File: config.mk
export PLATFORM = sky130hd
export DESIGN_NAME = ram_arbiter
export DESIGN_NICKNAME = d
export VERILOG_FILES = /design/src/rtl/ram_arb_pkg.sv /design/src/rtl/ram_arb_rr2.sv /design/src/rtl/ram_arbiter.sv
export SDC_FILE = /design/constraint.sdc
export NUM_CORES = 1
export LEC_CHECK = 0
export BUFFER_PORTS_ARGS = -buffer_cell sky130_fd_sc_hd__buf_2
export CAP_MARGIN = 15
export CELL_PAD_IN_SITES_DETAIL_PLACEMENT = 1
export CELL_PAD_IN_SITES_GLOBAL_PLACEMENT = 1
export CORE_UTILIZATION = 37
export CTS_CLUSTER_DIAMETER = 30
export CTS_CLUSTER_SIZE = 30
export DETAILED_ROUTE_END_ITERATION = 12
export MAX_ROUTING_LAYER = met4
export PLACE_DENSITY = 0.83
export SLEW_MARGIN = 20
export SYNTH_ARGS = -nofsm -noshare
export SYNTH_HDL_FRONTEND = slang
export SYNTH_SLANG_ARGS = --single-unit
File: constraint.sdc
create_clock -name clk -period 3.5 [get_ports clk]
set_clock_uncertainty 0.15 [all_clocks]
set_input_delay 0.525 -clock clk [delete_from_list [all_inputs] [get_ports clk]]
set_output_delay 0.525 -clock clk [all_outputs]
set_load 0.05 [all_outputs]
File: src/rtl/ram_arb_pkg.sv
// Shared constants and state encoding for the two-port RAM arbiter.
package ram_arb_pkg;

  localparam int unsigned RAM_ADDR_W = 5;
  localparam int unsigned RAM_DATA_W = 32;
  localparam int unsigned RAM_DEPTH  = 32;

  localparam logic PORT0 = 1'b0;
  localparam logic PORT1 = 1'b1;

  typedef enum logic [1:0] {
    IDLE    = 2'd0,
    ACCESS  = 2'd1,
    CAPTURE = 2'd2,
    CLEAR   = 2'd3
  } state_e;

endpackage

File: src/rtl/ram_arb_rr2.sv
// Combinational 2-way round-robin picker: on a tie the port that was not
// granted last wins.
module ram_arb_rr2
  import ram_arb_pkg::*;
(
  input  logic [1:0] req,
  input  logic       last_gnt,
  output logic [1:0] grant,
  output logic       grant_idx
);

  always_comb begin
    grant     = '0;
    grant[0]  = req[0] & (~req[1] | (last_gnt == PORT1));
    grant[1]  = req[1] & (~req[0] | (last_gnt == PORT0));
    grant_idx = grant[1] ? PORT1 : PORT0;
  end

endmodule

File: src/rtl/ram_arbiter.sv
// Two-requester round-robin controller for a single-port synchronous RAM.
// Optional power-up zero sweep: RAM_ARBITER_INIT_CLEAR_EN.
module ram_arbiter
  import ram_arb_pkg::*;
#(
  parameter int unsigned ADDR_W = RAM_ADDR_W,
  parameter int unsigned DATA_W = RAM_DATA_W,
  parameter int unsigned DEPTH  = RAM_DEPTH
) (
  input  logic              clk,
  input  logic              reset_n,
  input  logic              req0,
  input  logic              req1,
  input  logic              wr0,
  input  logic              wr1,
  input  logic [ADDR_W-1:0] addr0,
  input  logic [ADDR_W-1:0] addr1,
  input  logic [DATA_W-1:0] wdata0,
  input  logic [DATA_W-1:0] wdata1,
  output logic              gnt0,
  output logic              gnt1,
  output logic              rvalid0,
  output logic              rvalid1,
  output logic [DATA_W-1:0] rd_data,
  output logic              init_done,
  output logic              ram_cen,
  output logic              ram_wen,
  output logic [ADDR_W-1:0] ram_addr,
  output logic [DATA_W-1:0] ram_din,
  input  logic [DATA_W-1:0] ram_dout
);

  if (DEPTH > (1 << ADDR_W)) begin : g_depth_chk
    $error("DEPTH exceeds the address space");
  end

  state_e              state_q, state_d;
  logic                last_gnt_q, last_gnt_d;
  logic                cur_port_q, cur_port_d;
  logic                cur_wr_q, cur_wr_d;
  logic                gnt0_q, gnt0_d, gnt1_q, gnt1_d;
  logic                rvalid0_q, rvalid0_d, rvalid1_q, rvalid1_d;
  logic [DATA_W-1:0]   rd_data_q, rd_data_d;
  logic                ram_cen_q, ram_cen_d, ram_wen_q, ram_wen_d;
  logic [ADDR_W-1:0]   ram_addr_q, ram_addr_d;
  logic [DATA_W-1:0]   ram_din_q, ram_din_d;
`ifdef RAM_ARBITER_INIT_CLEAR_EN
  logic                init_done_q, init_done_d;
  logic [ADDR_W-1:0]   clr_cnt_q, clr_cnt_d;
`endif

  logic [1:0]          pick;
  logic                pick_idx;
  logic                sel_wr;
  logic [ADDR_W-1:0]   sel_addr;
  logic [DATA_W-1:0]   sel_wdata;

  ram_arb_rr2 u_rr2 (
    .req       ({req1, req0}),
    .last_gnt  (last_gnt_q),
    .grant     (pick),
    .grant_idx (pick_idx)
  );

  assign sel_wr    = (pick_idx == PORT1) ? wr1    : wr0;
  assign sel_addr  = (pick_idx == PORT1) ? addr1  : addr0;
  assign sel_wdata = (pick_idx == PORT1) ? wdata1 : wdata0;

  always_comb begin
    state_d    = state_q;
    last_gnt_d = last_gnt_q;
    cur_port_d = cur_port_q;
    cur_wr_d   = cur_wr_q;
    gnt0_d     = 1'b0;
    gnt1_d     = 1'b0;
    rvalid0_d  = 1'b0;
    rvalid1_d  = 1'b0;
    rd_data_d  = rd_data_q;
    ram_cen_d  = 1'b0;
    ram_wen_d  = 1'b0;
    ram_addr_d = ram_addr_q;
    ram_din_d  = ram_din_q;
`ifdef RAM_ARBITER_INIT_CLEAR_EN
    init_done_d = init_done_q;
    clr_cnt_d   = clr_cnt_q;
`endif
    case (state_q)
      IDLE: begin
        if (|pick) begin
          gnt0_d     = pick[0];
          gnt1_d     = pick[1];
          ram_cen_d  = 1'b1;
          ram_wen_d  = sel_wr;
          ram_addr_d = sel_addr;
          ram_din_d  = sel_wr ? sel_wdata : '0;
          last_gnt_d = pick_idx;
          cur_port_d = pick_idx;
          cur_wr_d   = sel_wr;
          state_d    = ACCESS;
        end
      end
      ACCESS: state_d = cur_wr_q ? IDLE : CAPTURE;
      CAPTURE: begin
        rd_data_d = ram_dout;
        rvalid0_d = (cur_port_q == PORT0);
        rvalid1_d = (cur_port_q == PORT1);
        state_d   = IDLE;
      end
`ifdef RAM_ARBITER_INIT_CLEAR_EN
      CLEAR: begin
        // Last sweep write is recognised from the registered RAM command,
        // so the IDLE hand-over lands one edge after address DEPTH-1 issues.
        if (ram_cen_q && (ram_addr_q == ADDR_W'(DEPTH - 1))) begin
          init_done_d = 1'b1;
          state_d     = IDLE;
        end else begin
          ram_cen_d  = 1'b1;
          ram_wen_d  = 1'b1;
          ram_addr_d = clr_cnt_q;
          ram_din_d  = '0;
          clr_cnt_d  = clr_cnt_q + 1'b1;
        end
      end
`endif
      default: state_d = IDLE;
    endcase
  end

  always_ff @(posedge clk or negedge reset_n) begin
    if (!reset_n) begin
`ifdef RAM_ARBITER_INIT_CLEAR_EN
      state_q     <= CLEAR;
      init_done_q <= 1'b0;
      clr_cnt_q   <= '0;
`else
      state_q     <= IDLE;
`endif
      last_gnt_q <= PORT1;
      cur_port_q <= PORT0;
      cur_wr_q   <= 1'b0;
      gnt0_q     <= 1'b0;
      gnt1_q     <= 1'b0;
      rvalid0_q  <= 1'b0;
      rvalid1_q  <= 1'b0;
      rd_data_q  <= '0;
      ram_cen_q  <= 1'b0;
      ram_wen_q  <= 1'b0;
      ram_addr_q <= '0;
      ram_din_q  <= '0;
    end else begin
`ifdef RAM_ARBITER_INIT_CLEAR_EN
      init_done_q <= init_done_d;
      clr_cnt_q   <= clr_cnt_d;
`endif
      state_q    <= state_d;
      last_gnt_q <= last_gnt_d;
      cur_port_q <= cur_port_d;
      cur_wr_q   <= cur_wr_d;
      gnt0_q     <= gnt0_d;
      gnt1_q     <= gnt1_d;
      rvalid0_q  <= rvalid0_d;
      rvalid1_q  <= rvalid1_d;
      rd_data_q  <= rd_data_d;
      ram_cen_q  <= ram_cen_d;
      ram_wen_q  <= ram_wen_d;
      ram_addr_q <= ram_addr_d;
      ram_din_q  <= ram_din_d;
    end
  end

  assign gnt0     = gnt0_q;
  assign gnt1     = gnt1_q;
  assign rvalid0  = rvalid0_q;
  assign rvalid1  = rvalid1_q;
  assign rd_data  = rd_data_q;
  assign ram_cen  = ram_cen_q;
  assign ram_wen  = ram_wen_q;
  assign ram_addr = ram_addr_q;
  assign ram_din  = ram_din_q;
`ifdef RAM_ARBITER_INIT_CLEAR_EN
  assign init_done = init_done_q;
`else
  assign init_done = 1'b1;
`endif

endmodule

==> results.json <==
{
  "outcome": "completed",
  "max_cap_violations": 0,
  "ioPinCount": 188,
  "drt-initial-drc-count": 93,
  "switching_power_mw": 2.71,
  "syn_nets": 404,
  "htree_levels": 3,
  "max_freq_ghz": 0.449,
  "dieWidth_um": 102,
  "rr_endpoint": "ram_din[16]",
  "dpl_worst_slack_ns": 1.07,
  "maxSlewHeadroom_pct": 43.6,
  "cts_tree": "done",
  "endpoint_kind": "flip-flop",
  "rsz0062_at_grt": "no",
  "rows": 36,
  "synthAdderAreaFrac_pct": 0,
  "via_count": 2898,
  "pwr-share-seq_pct": 29.5,
  "rr_worst_depth": 4,
  "final_common_cell": "buf_2",
  "clk_pin_slew_ns": 0.08,
  "power_density_mw_per_mm2": 1110,
  "p_leak_nw": 2.69,
  "drt.antenna.violating_nets": 0,
  "synth_mux_area_share_pct": 32.9,
  "drive_gt1_share_pct": 59.5,
  "netlist_area_mm2": 0.00368,
  "period_needed_ns": 2.23,
  "comb_power_share_pct": 55.9,
  "fin_util_pct": 50.9,
  "synthXorXnorAreaFrac_pct": 0,
  "synth-simple-area-share_pct": 7.89,
  "grt_pass1_vias": 3025,
  "drc": 0,
  "syn_inst": 292,
  "diodes": 0,
  "place_congestion": 0.751,
  "reg2reg_from": "last_gnt_q",
  "cts_buffers": 9,
  "core_area_mm2": 0.00968,
  "dp_hpwl_um": 7130,
  "worst_ep_required_time_ns": 3.57,
  "path_class": "reg2reg",
  "fin_tns_setup_ns": 0,
  "finalHoldViolCount": 0,
  "clock_latency_ns": 0.33,
  "yosysWarnings": 0,
  "synth_top_family_by_area": "multiplexers",
  "vias_per_cell": 4.76,
  "netlist.top_cell.by_area": "dfrtp_1",
  "cellInternalPower_mw": 2.74,
  "postSynthAreaPerCell_um2": 12.6,
  "grt_usage_pct": 19.9,
  "yosys.area.top_type_share_pct": 53.7,
  "clk_path_buf_depth": 2,
  "yosysSeqAreaShare_pct": 54.5,
  "antenna_found_initial": 0,
  "synthToLayoutAreaGrowth_pct": 34.0,
  "p_clk_share_pct": 14.6,
  "drtPass1Iterations": 6,
  "port_buffers": 186,
  "p_sw_share_pct": 49.7,
  "cts-root-buf": "clkbuf_8",
  "worst_slack_ns": 1.27,
  "nNetsFinal": 583,
  "final_cell_mix": "185 x buf_2, 79 x dfrtp_1, 64 x mux2_2, 64 x nand2_1, 34 x mux2i_1",
  "die_y_um": 102,
  "critPathArrivalTime_ns": 2.30,
  "clkSinkCount": 80,
  "wirelength_um": 9830,
  "dieArea_mm2": 0.0103,
  "peakVddDrop_mv": 0.483,
  "critPathMaxFanout": 26,
  "ys_types": 24,
  "r2r_setup_slack_ns": 1.27,
  "synthTopCellsByArea": "dfrtp_1 54%, mux2_2 20%, mux2i_1 9.3%",
  "finalSetupViolCount": 0,
  "grt_max_degree": 81,
  "post_cts_buffers": 0,
  "min_period_over_period_pct": 63.6,
  "grt_overflow": 0,
  "start_util_pct": 38.0,
  "ys_ff_latch": 80,
  "nFillCells": 1103,
  "slew_violations": 0,
  "wire_per_inst_um": 16.1,
  "grt_pass1_wl_um": 15000,
  "min_path_type": "in2async",
  "finalPower_mw": 5.45,
  "cts.repair.resized": 0,
  "fin_cells": 609,
  "worst_setup_path_start_kind": "flip-flop",
  "dp_cells": 593,
  "synth_compound_area_share_pct": 1.19,
  "worstMarginPinSlew_ns": 0.847,
  "cts_hold_buf": 0
}
[how the worst max path moves through the flow]
stage                        to  slack (ns)       start
detailed placement   ram_din[9]        1.07        req1
floorplan           ram_addr[4]        1.73        req1
finish              ram_din[16]        1.27  last_gnt_q
global route        ram_din[15]        1.16  state_q[0]
CTS                 ram_din[18]        1.24  last_gnt_q
global placement    ram_din[11]        1.14        req1
[synthesized netlist by cell type (all sizes together)]
cell type and n:
dfrtp 79, mux2 74, nand2 64, mux2i 34, buf 13, clkbuf 9, nor2 3, inv 2
o21a 2, a21bo 1, a21oi 1, a31oi 1, and3 1, conb 1, dfstp 1, nand2b 1
nor2b 1, nor3 1, nor3b 1, o21bai 1, or2b 1
[metal layers]
layer	global-route usage, %	part of all wire (%)	vias to the layer above
li1	-	-	1348
met1	22.1	39	1434
met2	35.3	55	99
met3	2.76	3.7	17
met4	9.25	2.3	0
met5	-	0	-
[power groups by stage]
stage	Sequential, mW	Combinational [mW]	Clock [mW]
2_1_floorplan	3.10	0.866	0
3_3_place_gp	1.59	3.01	0
3_5_place_dp	1.63	3.07	0
4_1_cts	1.62	3.08	0.828
5_1_grt	1.68	3.19	0.857
6_report	1.61	3.05	0.797
[logic make-up (layout without fill, tap and decap cells)]
group / count (synthesis) / in the layout
buffers and inverters: 24 / 208
muxes: 108 / 108
and+or+nand+nor: 73 / 73
AOI/OAI and AO/OA: 6 / 6
other: 1 / 1
DFF: 80 / 80
[per-stage QoR]
stage               cell area, um^2  hold slack (ns)
detailed placement             4690            0.279
CTS                            4930            0.222
global route                   4930            0.129
global placement               4690            0.261
finish                         4930           0.0558
floorplan                      3680           0.0794
[worst max-delay path, stage by stage (launching register included)]
cell and delay, ns:
dfstp_2 0.55, a21bo_2 0.70, buf_4 0.34, mux2i_1 0.09, mux2_2 0.27
[layout make-up]
type                            count  area [um^2]  area share [%]
Sequential cell                    80         2000            40.6
Timing Repair Buffer              190          967            19.6
Clock buffer                       11          151            3.07
Multi-Input combinational cell    188         1550            31.4
Tap cell                          133          166            3.37
Clock inverter                      5         85.1            1.73
Inverter                            2         7.51           0.152
[registers in the layout, summed over array words and instances (netlist names)]
register and count:
cur_wr_q 1, ram_din 32, state_q 2, ram_cen 1, ram_wen 1, gnt0 1, gnt1 1, rd_data 32
cur_port_q 1, ram_addr 5, rvalid1 1, rvalid0 1, last_gnt_q 1
Note: power is estimated with default switching activity, not from simulation.
